==> config.mk <==
export PLATFORM = sky130hd
export DESIGN_NAME = cpu_core_p
export DESIGN_NICKNAME = d
export VERILOG_FILES = /design/src/rtl/cpu_core_p.sv
export SDC_FILE = /design/constraint.sdc
export NUM_CORES = 1
export LEC_CHECK = 0
export BUFFER_PORTS_ARGS = -buffer_cell sky130_fd_sc_hd__buf_2
export CAP_MARGIN = 20
export CORE_AREA = 2 2 253 155
export CTS_BUF_LIST = sky130_fd_sc_hd__clkbuf_4
export CTS_CLUSTER_DIAMETER = 150
export DETAILED_ROUTE_END_ITERATION = 8
export DIE_AREA = 0 0 255 157
export HOLD_SLACK_MARGIN = 0.15
export PLACE_DENSITY_LB_ADDON = 0.25
export REMOVE_ABC_BUFFERS = 1
export SKIP_LAST_GASP = 1
export SYNTH_ARGS = -nofsm -noshare
export SYNTH_HDL_FRONTEND = slang
export SYNTH_SLANG_ARGS = --single-unit
==> constraint.sdc <==
create_clock -name clock -period 9.95 [get_ports clock]
set_clock_uncertainty 0.1 [all_clocks]
set_input_delay 0.4975 -clock clock [delete_from_list [all_inputs] [get_ports clock]]
set_output_delay 0.4975 -clock clock [all_outputs]
set_load 0.005 [all_outputs]
==> src/rtl/cpu_core_p.sv <==
// Parametrised multi-cycle accumulator CPU core with carry, stack (PUSH/POP/CALL/RET), run-enable and sticky HALT.
// Optional macro CPU_STACK_GUARD_EN: stack overflow/underflow enters a sticky FAULT state instead of wrapping.
module cpu_core_p #(
    parameter int DATA_W = 16,
    parameter int ADDR_W = 16,
    parameter int NREG   = 8,
    parameter int SP_W   = 8
) (
    input  logic              clock,
    input  logic              reset,
    input  logic              run,
    output logic [ADDR_W-1:0] imem_addr,
    input  logic [15:0]       imem_rdata,
    output logic [ADDR_W-1:0] dmem_addr,
    output logic              dmem_we,
    output logic [DATA_W-1:0] dmem_wdata,
    input  logic [DATA_W-1:0] dmem_rdata,
    output logic [SP_W-1:0]   smem_addr,
    output logic              smem_we,
    output logic [DATA_W-1:0] smem_wdata,
    input  logic [DATA_W-1:0] smem_rdata,
    output logic              halted,
    output logic              fault,
    output logic [ADDR_W-1:0] o_pc,
    output logic [SP_W-1:0]   o_sp,
    output logic [DATA_W-1:0] o_r0,
    output logic [2:0]        o_state,
    output logic [2:0]        o_flags
);

    localparam int SH_W = $clog2(DATA_W);
    localparam int WIDE = (DATA_W > ADDR_W) ? DATA_W : ADDR_W;
    localparam logic [7:0] REG_MASK = 8'((1 << NREG) - 1);

    typedef enum logic [2:0] {
        S_FETCH  = 3'd0,
        S_DECODE = 3'd1,
        S_EXEC   = 3'd2,
        S_MEM    = 3'd3,
        S_HALT   = 3'd4,
        S_FAULT  = 3'd5
    } state_t;

    typedef enum logic [4:0] {
        OP_NOP  = 5'd0,  OP_LD   = 5'd1,  OP_LI   = 5'd2,  OP_MOV  = 5'd3,
        OP_ST   = 5'd4,  OP_SHL  = 5'd5,  OP_ADD  = 5'd6,  OP_SUB  = 5'd7,
        OP_JZ   = 5'd8,  OP_JN   = 5'd9,  OP_JMP  = 5'd10, OP_XOR  = 5'd11,
        OP_OR   = 5'd12, OP_AND  = 5'd13, OP_SHR  = 5'd14, OP_NOT  = 5'd15,
        OP_PUSH = 5'd16, OP_POP  = 5'd17, OP_CALL = 5'd18, OP_RET  = 5'd19,
        OP_JC   = 5'd20, OP_HALT = 5'd31
    } opcode_t;

    state_t            state, state_d;
    logic [ADDR_W-1:0] pc, pc_d, pc_inc, s_pc;
    logic [SP_W-1:0]   sp, sp_d;
    logic              c_flag, c_d;
    logic [15:0]       ir;
    logic              ir_load;

    logic [DATA_W-1:0] rf [8];
    logic              rf_we;
    logic [2:0]        rf_idx;
    logic [DATA_W-1:0] rf_wdata;

    logic [4:0]        op;
    logic [2:0]        fld;
    logic [7:0]        imm;
    logic [DATA_W-1:0] r0, rf_f, imm_ext, s_val;
    logic [DATA_W:0]   sum, diff;
    logic [WIDE-1:0]   s_wide, pc1_wide, stk_wide;
    logic              flag_z, flag_n, guard_trip, stack_pop;

    assign op       = ir[15:11];
    assign fld      = ir[10:8];
    assign imm      = ir[7:0];
    assign r0       = rf[0];
    assign rf_f     = rf[fld];
    assign imm_ext  = DATA_W'(imm);
    assign s_val    = (fld == 3'd0) ? imm_ext : rf_f;
    assign sum      = {1'b0, r0} + {1'b0, s_val};
    assign diff     = {1'b0, r0} - {1'b0, s_val};
    assign flag_z   = (r0 == '0);
    assign flag_n   = r0[DATA_W-1];
    assign pc_inc   = pc + ADDR_W'(1);

    // Width adaptation between DATA_W and ADDR_W goes through a common wide form.
    assign s_wide   = WIDE'(s_val);
    assign pc1_wide = WIDE'(pc_inc);
    assign stk_wide = WIDE'(smem_rdata);
    assign s_pc     = s_wide[ADDR_W-1:0];

    assign stack_pop = (op == OP_POP) || (op == OP_RET);

`ifdef CPU_STACK_GUARD_EN
    assign guard_trip = (((op == OP_PUSH) || (op == OP_CALL)) && (sp == '1)) ||
                        (stack_pop && (sp == '0));
    assign fault      = (state == S_FAULT);
`else
    assign guard_trip = 1'b0;
    assign fault      = 1'b0;
`endif

    assign imem_addr  = pc;
    assign dmem_addr  = ADDR_W'(imm);
    assign dmem_wdata = rf_f;
    assign smem_addr  = stack_pop ? (sp - SP_W'(1)) : sp;
    assign smem_wdata = (op == OP_CALL) ? pc1_wide[DATA_W-1:0] : rf_f;

    assign halted  = (state == S_HALT);
    assign o_pc    = pc;
    assign o_sp    = sp;
    assign o_r0    = r0;
    assign o_state = state;
    assign o_flags = {c_flag, flag_n, flag_z};

    // NOTE: every variable gets a default before the case so no path leaves one unassigned (no latches).
    always_comb begin
        state_d  = state;
        pc_d     = pc;
        sp_d     = sp;
        c_d      = c_flag;
        ir_load  = 1'b0;
        rf_we    = 1'b0;
        rf_idx   = fld;
        rf_wdata = rf_f;
        dmem_we  = 1'b0;
        smem_we  = 1'b0;

        unique case (state)
            S_FETCH: if (run) state_d = S_DECODE;
            S_DECODE: begin
                ir_load = 1'b1;
                state_d = S_EXEC;
            end
            S_EXEC: begin
                state_d = S_FETCH;
                pc_d    = pc_inc;
                if (guard_trip) begin
                    state_d = S_FAULT;
                    pc_d    = pc;
                end else begin
                    case (op)
                        OP_LD:   state_d = S_MEM;
                        OP_LI:   begin rf_we = 1'b1; rf_wdata = imm_ext; end
                        OP_MOV:  begin rf_we = 1'b1; rf_wdata = rf[ir[2:0]]; end
                        OP_ST:   dmem_we = 1'b1;
                        OP_SHL:  begin rf_we = 1'b1; rf_idx = 3'd0; rf_wdata = r0 << s_val[SH_W-1:0]; end
                        OP_SHR:  begin rf_we = 1'b1; rf_idx = 3'd0; rf_wdata = r0 >> s_val[SH_W-1:0]; end
                        OP_ADD:  begin rf_we = 1'b1; rf_idx = 3'd0; rf_wdata = sum[DATA_W-1:0];  c_d = sum[DATA_W];  end
                        OP_SUB:  begin rf_we = 1'b1; rf_idx = 3'd0; rf_wdata = diff[DATA_W-1:0]; c_d = diff[DATA_W]; end
                        OP_XOR:  begin rf_we = 1'b1; rf_idx = 3'd0; rf_wdata = r0 ^ s_val; end
                        OP_OR:   begin rf_we = 1'b1; rf_idx = 3'd0; rf_wdata = r0 | s_val; end
                        OP_AND:  begin rf_we = 1'b1; rf_idx = 3'd0; rf_wdata = r0 & s_val; end
                        OP_NOT:  begin rf_we = 1'b1; rf_idx = 3'd0; rf_wdata = ~r0; end
                        OP_JZ:   if (flag_z) pc_d = s_pc;
                        OP_JN:   if (flag_n) pc_d = s_pc;
                        OP_JC:   if (c_flag) pc_d = s_pc;
                        OP_JMP:  pc_d = s_pc;
                        OP_PUSH: begin smem_we = 1'b1; sp_d = sp + SP_W'(1); end
                        OP_POP:  begin sp_d = sp - SP_W'(1); state_d = S_MEM; end
                        OP_CALL: begin smem_we = 1'b1; sp_d = sp + SP_W'(1); pc_d = s_pc; end
                        OP_RET:  begin sp_d = sp - SP_W'(1); pc_d = pc; state_d = S_MEM; end
                        OP_HALT: state_d = S_HALT;
                        default: ;
                    endcase
                end
            end
            S_MEM: begin
                state_d = S_FETCH;
                if (op == OP_RET) begin
                    pc_d = stk_wide[ADDR_W-1:0];
                end else begin
                    rf_we    = 1'b1;
                    rf_wdata = (op == OP_POP) ? smem_rdata : dmem_rdata;
                end
            end
            S_HALT, S_FAULT: ;
            default: state_d = S_FETCH;
        endcase
    end

    // NOTE: sequential state uses non-blocking assignments so all flops update together at the edge.
    always_ff @(posedge clock or negedge reset) begin
        if (!reset) begin
            state  <= S_FETCH;
            pc     <= '0;
            sp     <= '0;
            c_flag <= 1'b0;
            ir     <= '0;
        end else begin
            state  <= state_d;
            pc     <= pc_d;
            sp     <= sp_d;
            c_flag <= c_d;
            if (ir_load) ir <= imem_rdata;
        end
    end

    // NOTE: the register file is architectural state and is reset, unlike the external memories.
    always_ff @(posedge clock or negedge reset) begin
        if (!reset) begin
            for (int i = 0; i < 8; i++) rf[i] <= '0;
        end else if (rf_we && REG_MASK[rf_idx]) begin
            rf[rf_idx] <= rf_wdata;
        end
    end

endmodule

Yosys cells after proc, flatten, opt, wreduce, memory -nomap -nowiden. Memories as Yosys holds them, arrays and structs flattened. Cells that the tools add are included.

Bitwise gates (word level): 8. Equality and inequality tests: 29. Shift-type cells: 2. Div/mod/pow operators: 0. Reductions and logical operators: 20. Multipliers: 0. Order comparisons: 5. Muxes and demuxes: 38. Add/sub/neg operators: 5.

Operators with widths (count): $mux 16 (13); $pmux 16 s10 (1); $bwmux 128 (1); $bmux 16 s3 (2); $pmux 16 s5 (1); $pmux 16 s2 (2); $demux 16 s3 (1); $eq 5x4->1 const B (8); $eq 5x5->1 const B (6); $eq 5x3->1 const B (4); $add 16x16->17 (1); $sub 16x16->17 (1); $add 16x1->16 const B (1); $and 16x16->16 (1); $logic_not 16->1 (1); $not 16->16 (1); $or 16x16->16 (1); $pmux 8 s2 (1); $shl 16x4->16 (1); $shr 16x4->16 (1); $xor 16x16->16 (1); $ge 4x4->1 const B (3); $not 3->4 (3); $pmux 3 s4 (1); 26 further kinds (50).

Register bits after elaboration: 172. Memories kept: 1. Logic and storage cells: 121. Output and inout bits: 122. Bits in latches: 0. ROM bits: 8. Bits in writable memories: 0.

Memory list: (name not given) (depth 8, bits a word 1, rd ports 1, clocked after memory_dff 0, wr ports 0, RTL line 203) `end else if (rf_we && REG_MASK[rf_idx]) begin`.

Depth between registers and ports, before layout.
Depth in word-level cells: 10. Gate-level depth with buffers: 22.

Worst setup path after synthesis. No wires, ideal clock.

Kind: reg-to-reg. Start point: register ir[8]. End point: register rf[94] (netlist bit). Data required time: 9.703 ns. Library setup time: 0.147 ns. Stages on the path, launching flop included: 19. Arrival time: 5.124 ns. Path slack: 4.579 ns. Clock period less this slack: 5.371 ns. Path through: dfrtp_1 -> buf_6 -> buf_6 -> buf_2 -> buf_1 -> mux4_2 -> mux2_2 -> mux2i_1 -> ha_1 -> clkbuf_1 -> nor2b_1 -> a221oi_1 -> a31oi_1 -> a2111oi_0 -> or4_1 -> and3_1 -> nand4_1 -> a2111oi_0 -> a311oi_1.

Word-level cells in the longest chain between the ends: 9. Elaborated cells on any way between the ends: 28. Classes of those cells: add/sub (2); order compare (2); shift (2); mux (13); bitwise (5); reduce/logical (3); memory (1).

RTL lines: from (decl) (RTL line 57) `logic [15:0] ir;`; from (signal assigned) (RTL line 195) `if (ir_load) ir <= imem_rdata;`; $not 3->4 (implied by the code) (*) (RTL line 77) `assign rf_f = rf[fld];`; $bmux 16 s3 (*) (RTL line 77); $mux 16 (implied by the code) (*) (2 in a row) (RTL line 77); named net dmem_wdata[4] (RTL line 16) `output logic [DATA_W-1:0] dmem_wdata,`; $mux 16 (*) (RTL line 79) `assign s_val = (fld == 3'd0) ? imm_ext : rf_f;`; $sub 16x16->17 / $add 16x16->17 (equally long branches) (RTL line 81, 80); $pmux 16 s10 (*) (RTL line 142) `case (op)`; $pmux 16 s2 (*) (RTL line 129) `unique case (state)`; $bwmux 128 (*) (RTL line 204) `rf[rf_idx] <= rf_wdata;`; to (signal, indexed assignment) (RTL line 204); to (decl) (RTL line 60) `logic [DATA_W-1:0] rf [8];`.

The timed path passes the listed nets; every way through them passes the cells marked *. The select of a mux whose other input is x is not followed. A chain may end at the register's enable or synchronous reset.

Worst setup path in the final report.
Start point: register ir[8]. End point: register rf[61] (netlist bit).

Word-level cells in the longest chain between the ends: 9. Elaborated cells on any way between the ends: 28. Classes of those cells: add/sub (2); order compare (2); shift (2); mux (13); bitwise (5); reduce/logical (3); memory (1).

RTL lines: $not 3->4 (implied by the code) (RTL line 77); $bmux 16 s3 (RTL line 77); $mux 16 (implied by the code) (2 in a row) (RTL line 77); $mux 16 (RTL line 79); $sub 16x16->17 (tied with other cells) (RTL line 81) `assign diff = {1'b0, r0} - {1'b0, s_val};`; $pmux 16 s10 (RTL line 142); $pmux 16 s2 (RTL line 129); $bwmux 128 (RTL line 204).

Several ways; a longest one is shown, not always the timed one. The select of a mux whose other input is x is not followed.

==> metrics.md <==
| Metric | Value |
|---|---|
| Final min period | 6.54 ns |
| I/O Buffers | 163 |
| Drt total wl | 69.2 mm |
| Least-Margin Pin Slew | 1.34 ns |
| Worst path required time | 10.47 ns |
| Critical Path AT | around 7 ns |
| Count of different cell masters after synthesis | 82 |
| Worst-path clk slew | 0.18 ns |
| Synth Instances | 1706 |
| CTS buffer count | 17 |
| Mapped cell area | 0.0149 mm² |
| Num Clock Sinks | 172 |
| Dominant cells by area after synthesis | dfrtp_1 29%, mux4_2 7.9%, mux2i_1 6.1%, mux2_2 5.1%, ha_1 4.5% |
| Status | finished clean |
| R2r startpoint | ir[8]$_DFFE_PN0P_ |
| Routed Antenna Nets | 0 |
| Crit path to | rf[61]$_DFFE_PN0P_ |
| Clock Latency Late Sink | just under 0.7 ns |
| Most common cell in the synthesized netlist | nand2_1 |
| 1st-pass router iterations | 7 |
| Final Setup Violations | 0 |
| R2r endpoint | rf[61]$_DFFE_PN0P_ |
| CORE AREA | 0.0375 mm² |
| Largest area contributor in the netlist | dfrtp_1 |
| Starting Density | 39.7% |
| CTS root buf | clkbuf_4 |
| Grt met3 use | 14.4% |
| Initial DRC count | 2336 |
| Vias | between 15k and 20k |
| Crit path max fanout | 33 |
| Total die area | 0.0400 mm² |
| Syn-to-layout area delta | 10.5% |
| RSZ-0062 raised after global routing | no |
| Max frequency | 0.153 GHz |
| Total track usage | 34.4% |
| Yosys warning count | 0 |
| Tightest Hold Check Type | input port to asynchronous set/reset pin |
| Crit. Startpoint | ir[8]$_DFFE_PN0P_ |
| Die width | 255 µm |
| CP Launch Type | flop |
| Share of cells above drive strength 1 | 21.2% |
| I/O Pins | 173 |
| Reg2Reg Setup Slack | 3.41 ns |
| GRT met1 Usage | 52.6% |
| Max-slew headroom | 9.93% |
| Number of global-route vias before repair | 13.8k |
| EDFF count, synth | 0 |
| Maximum clock path buffer count | 2 |
| Wire per inst | 29.7 µm |
| DR vias/cell | 6.47 |
| Final worst path period share | between 60 and 70% |
| Residual DRC | 0 |
| Die Span Y | 157 µm |
| Dpl hpwl | 52.3 mm |
| GRT overflow | 0 |
| Synth top cells by count | 173 x nand2_1, 172 x dfrtp_1, 163 x nor2_1 |
| H-tree levels | 4 |
| Yosys top cell area share | approximately 29% |
| Antenna violations before repair | 5 |
| Final net count | 1904 |
| Most used DFF post-synth | dfrtp_1 |
| Global routing's busiest layer | met1 |
| Pin count of the biggest net entering global routing | 99 |
| CP endpoint kind | flop |
| Gp weighted congestion | around 1.1 |
| Synth Area per Inst | 8.72 µm² |
| CTS tree | yes |
| First-pass GRT wire length | 99.1 mm |
| Register area share after synthesis | 28.9% |
| Post-CTS setup buffers | 0 |
| Seq cells post-synth | 172 |
| Setup_tns | 0 ns |
| Max-cap viol count | 0 |
| Asr flop ratio synth | 100% |
| Fin. max-slew vios | 0 |
| Final Hold Vio Count | 0 |
| Worst R2R Path Depth | 14 |
| Number of cell rows | 55 |
| Filler Cell Count | 3725 |
| M2 GR Usage | 43.4% |
| WS Path Type | flop to flop |
-- kinds of logic after synthesis --
logic type | count (synthesis) | share of synthesized area, %
muxes | 212 | 19.3
and+or+nand+nor | 497 | 15.0
AOI/OAI and AO/OA | 492 | 21.9
xor gates and xnor gates | 42 | 2.47
DFF | 172 | 28.9
adders and majority gates | 56 | 4.81
other | 1 | 0.0252
buffers and inverters | 234 | 7.52
-- final cells by class --
type	instances	area, µm²	area share (%)
Multi-Input combinational cell	1308	9510	57.8
Sequential cell	172	4310	26.2
Timing Repair Buffer	241	1500	9.09
Tap cell	513	642	3.90
Inverter	57	216	1.32
Clock inverter	14	135	0.822
Clock buffer	17	128	0.776
Antenna cell	5	12.5	0.0761
-- routing by layer --
metal,vias to the layer above,part of all wire [%]
li1,6421,-
met1,7522,46
met2,993,38
met3,115,14
met4,0,2.4
met5,-,0
-- critical path, cell delays in order, from the launching register on --
cell and delay [ns]:
dfrtp_2 1.05, mux2_2 0.44, o22a_1 0.32, a31oi_4 0.72, inv_4 0.34, ha_1 0.35
a211oi_1 0.55, o211ai_1 0.25, a32oi_1 0.35, o31ai_1 0.22, a211oi_1 0.38, o21ai_0 0.17
a31o_2 0.26, a32oi_1 0.65, mux2_2 0.29
-- per-stage QoR --
step	util (%)	hold slack, ns	std cells	setup slack [ns]	instance area [µm²]
detailed placement	42.2	0.401	2255	3.35	15800
finish	43.8	0.415	2327	3.41	16400
global route	43.8	0.428	2324	3.14	16400
global placement	42.1	0.384	2254	3.58	15800
CTS	43.8	0.423	2320	3.28	16400
floorplan	-	0.102	1537	3.80	14000
-- cell usage in the layout (no fill, tap or decap), types with 15 or more instances in the layout --
cell	instances
nand2_1	173
dfrtp_1	169
buf_2	163
nor2_1	159
o21ai_0	109
a21oi_1	99
mux2i_1	90
mux2_2	68
inv_1	54
ha_1	54
mux4_2	52
buf_4	42
a211oi_1	41
a31oi_1	35
dlygate4sd3_1	34
nand3_1	33
xor2_1	22
nor3_1	20
o22ai_1	20
xnor2_1	20
o211ai_1	19
o31ai_1	17
clkbuf_4	17
nor2b_1	15
-- timing repair --
item,in CTS,in global routing
gates resized for setup,0,0
hold buffers,34,0
setup endpoints to repair,0,0
endpoints found under the hold margin,130,0
-- state kept, by name (all words and copies together) (netlist names) --
signal     cells
c_flag         1
imem_addr     16
ir            16
o_r0          16
o_sp           8
o_state        3
rf           112
-- worst min path at each step --
stage | start | end | slack [ns] | depth (start not counted)
after floorplan | reset | c_flag$_DFFE_PN0P_ | 0.10 | 0
after global placement | rf[51]$_DFFE_PN0P_ | rf[51]$_DFFE_PN0P_ | 0.38 | 2
after detailed placement | rf[104]$_DFFE_PN0P_ | rf[104]$_DFFE_PN0P_ | 0.40 | 2
after CTS | reset | rf[37]$_DFFE_PN0P_ | 0.42 | 2
after global routing | reset | rf[21]$_DFFE_PN0P_ | 0.43 | 2
final | reset | o_r0[12]$_DFFE_PN0P_ | 0.41 | 2
Power is left out: the tool's default activity adds up to more than one toggle a clock period on the data nets, which glitch-free logic cannot reach.
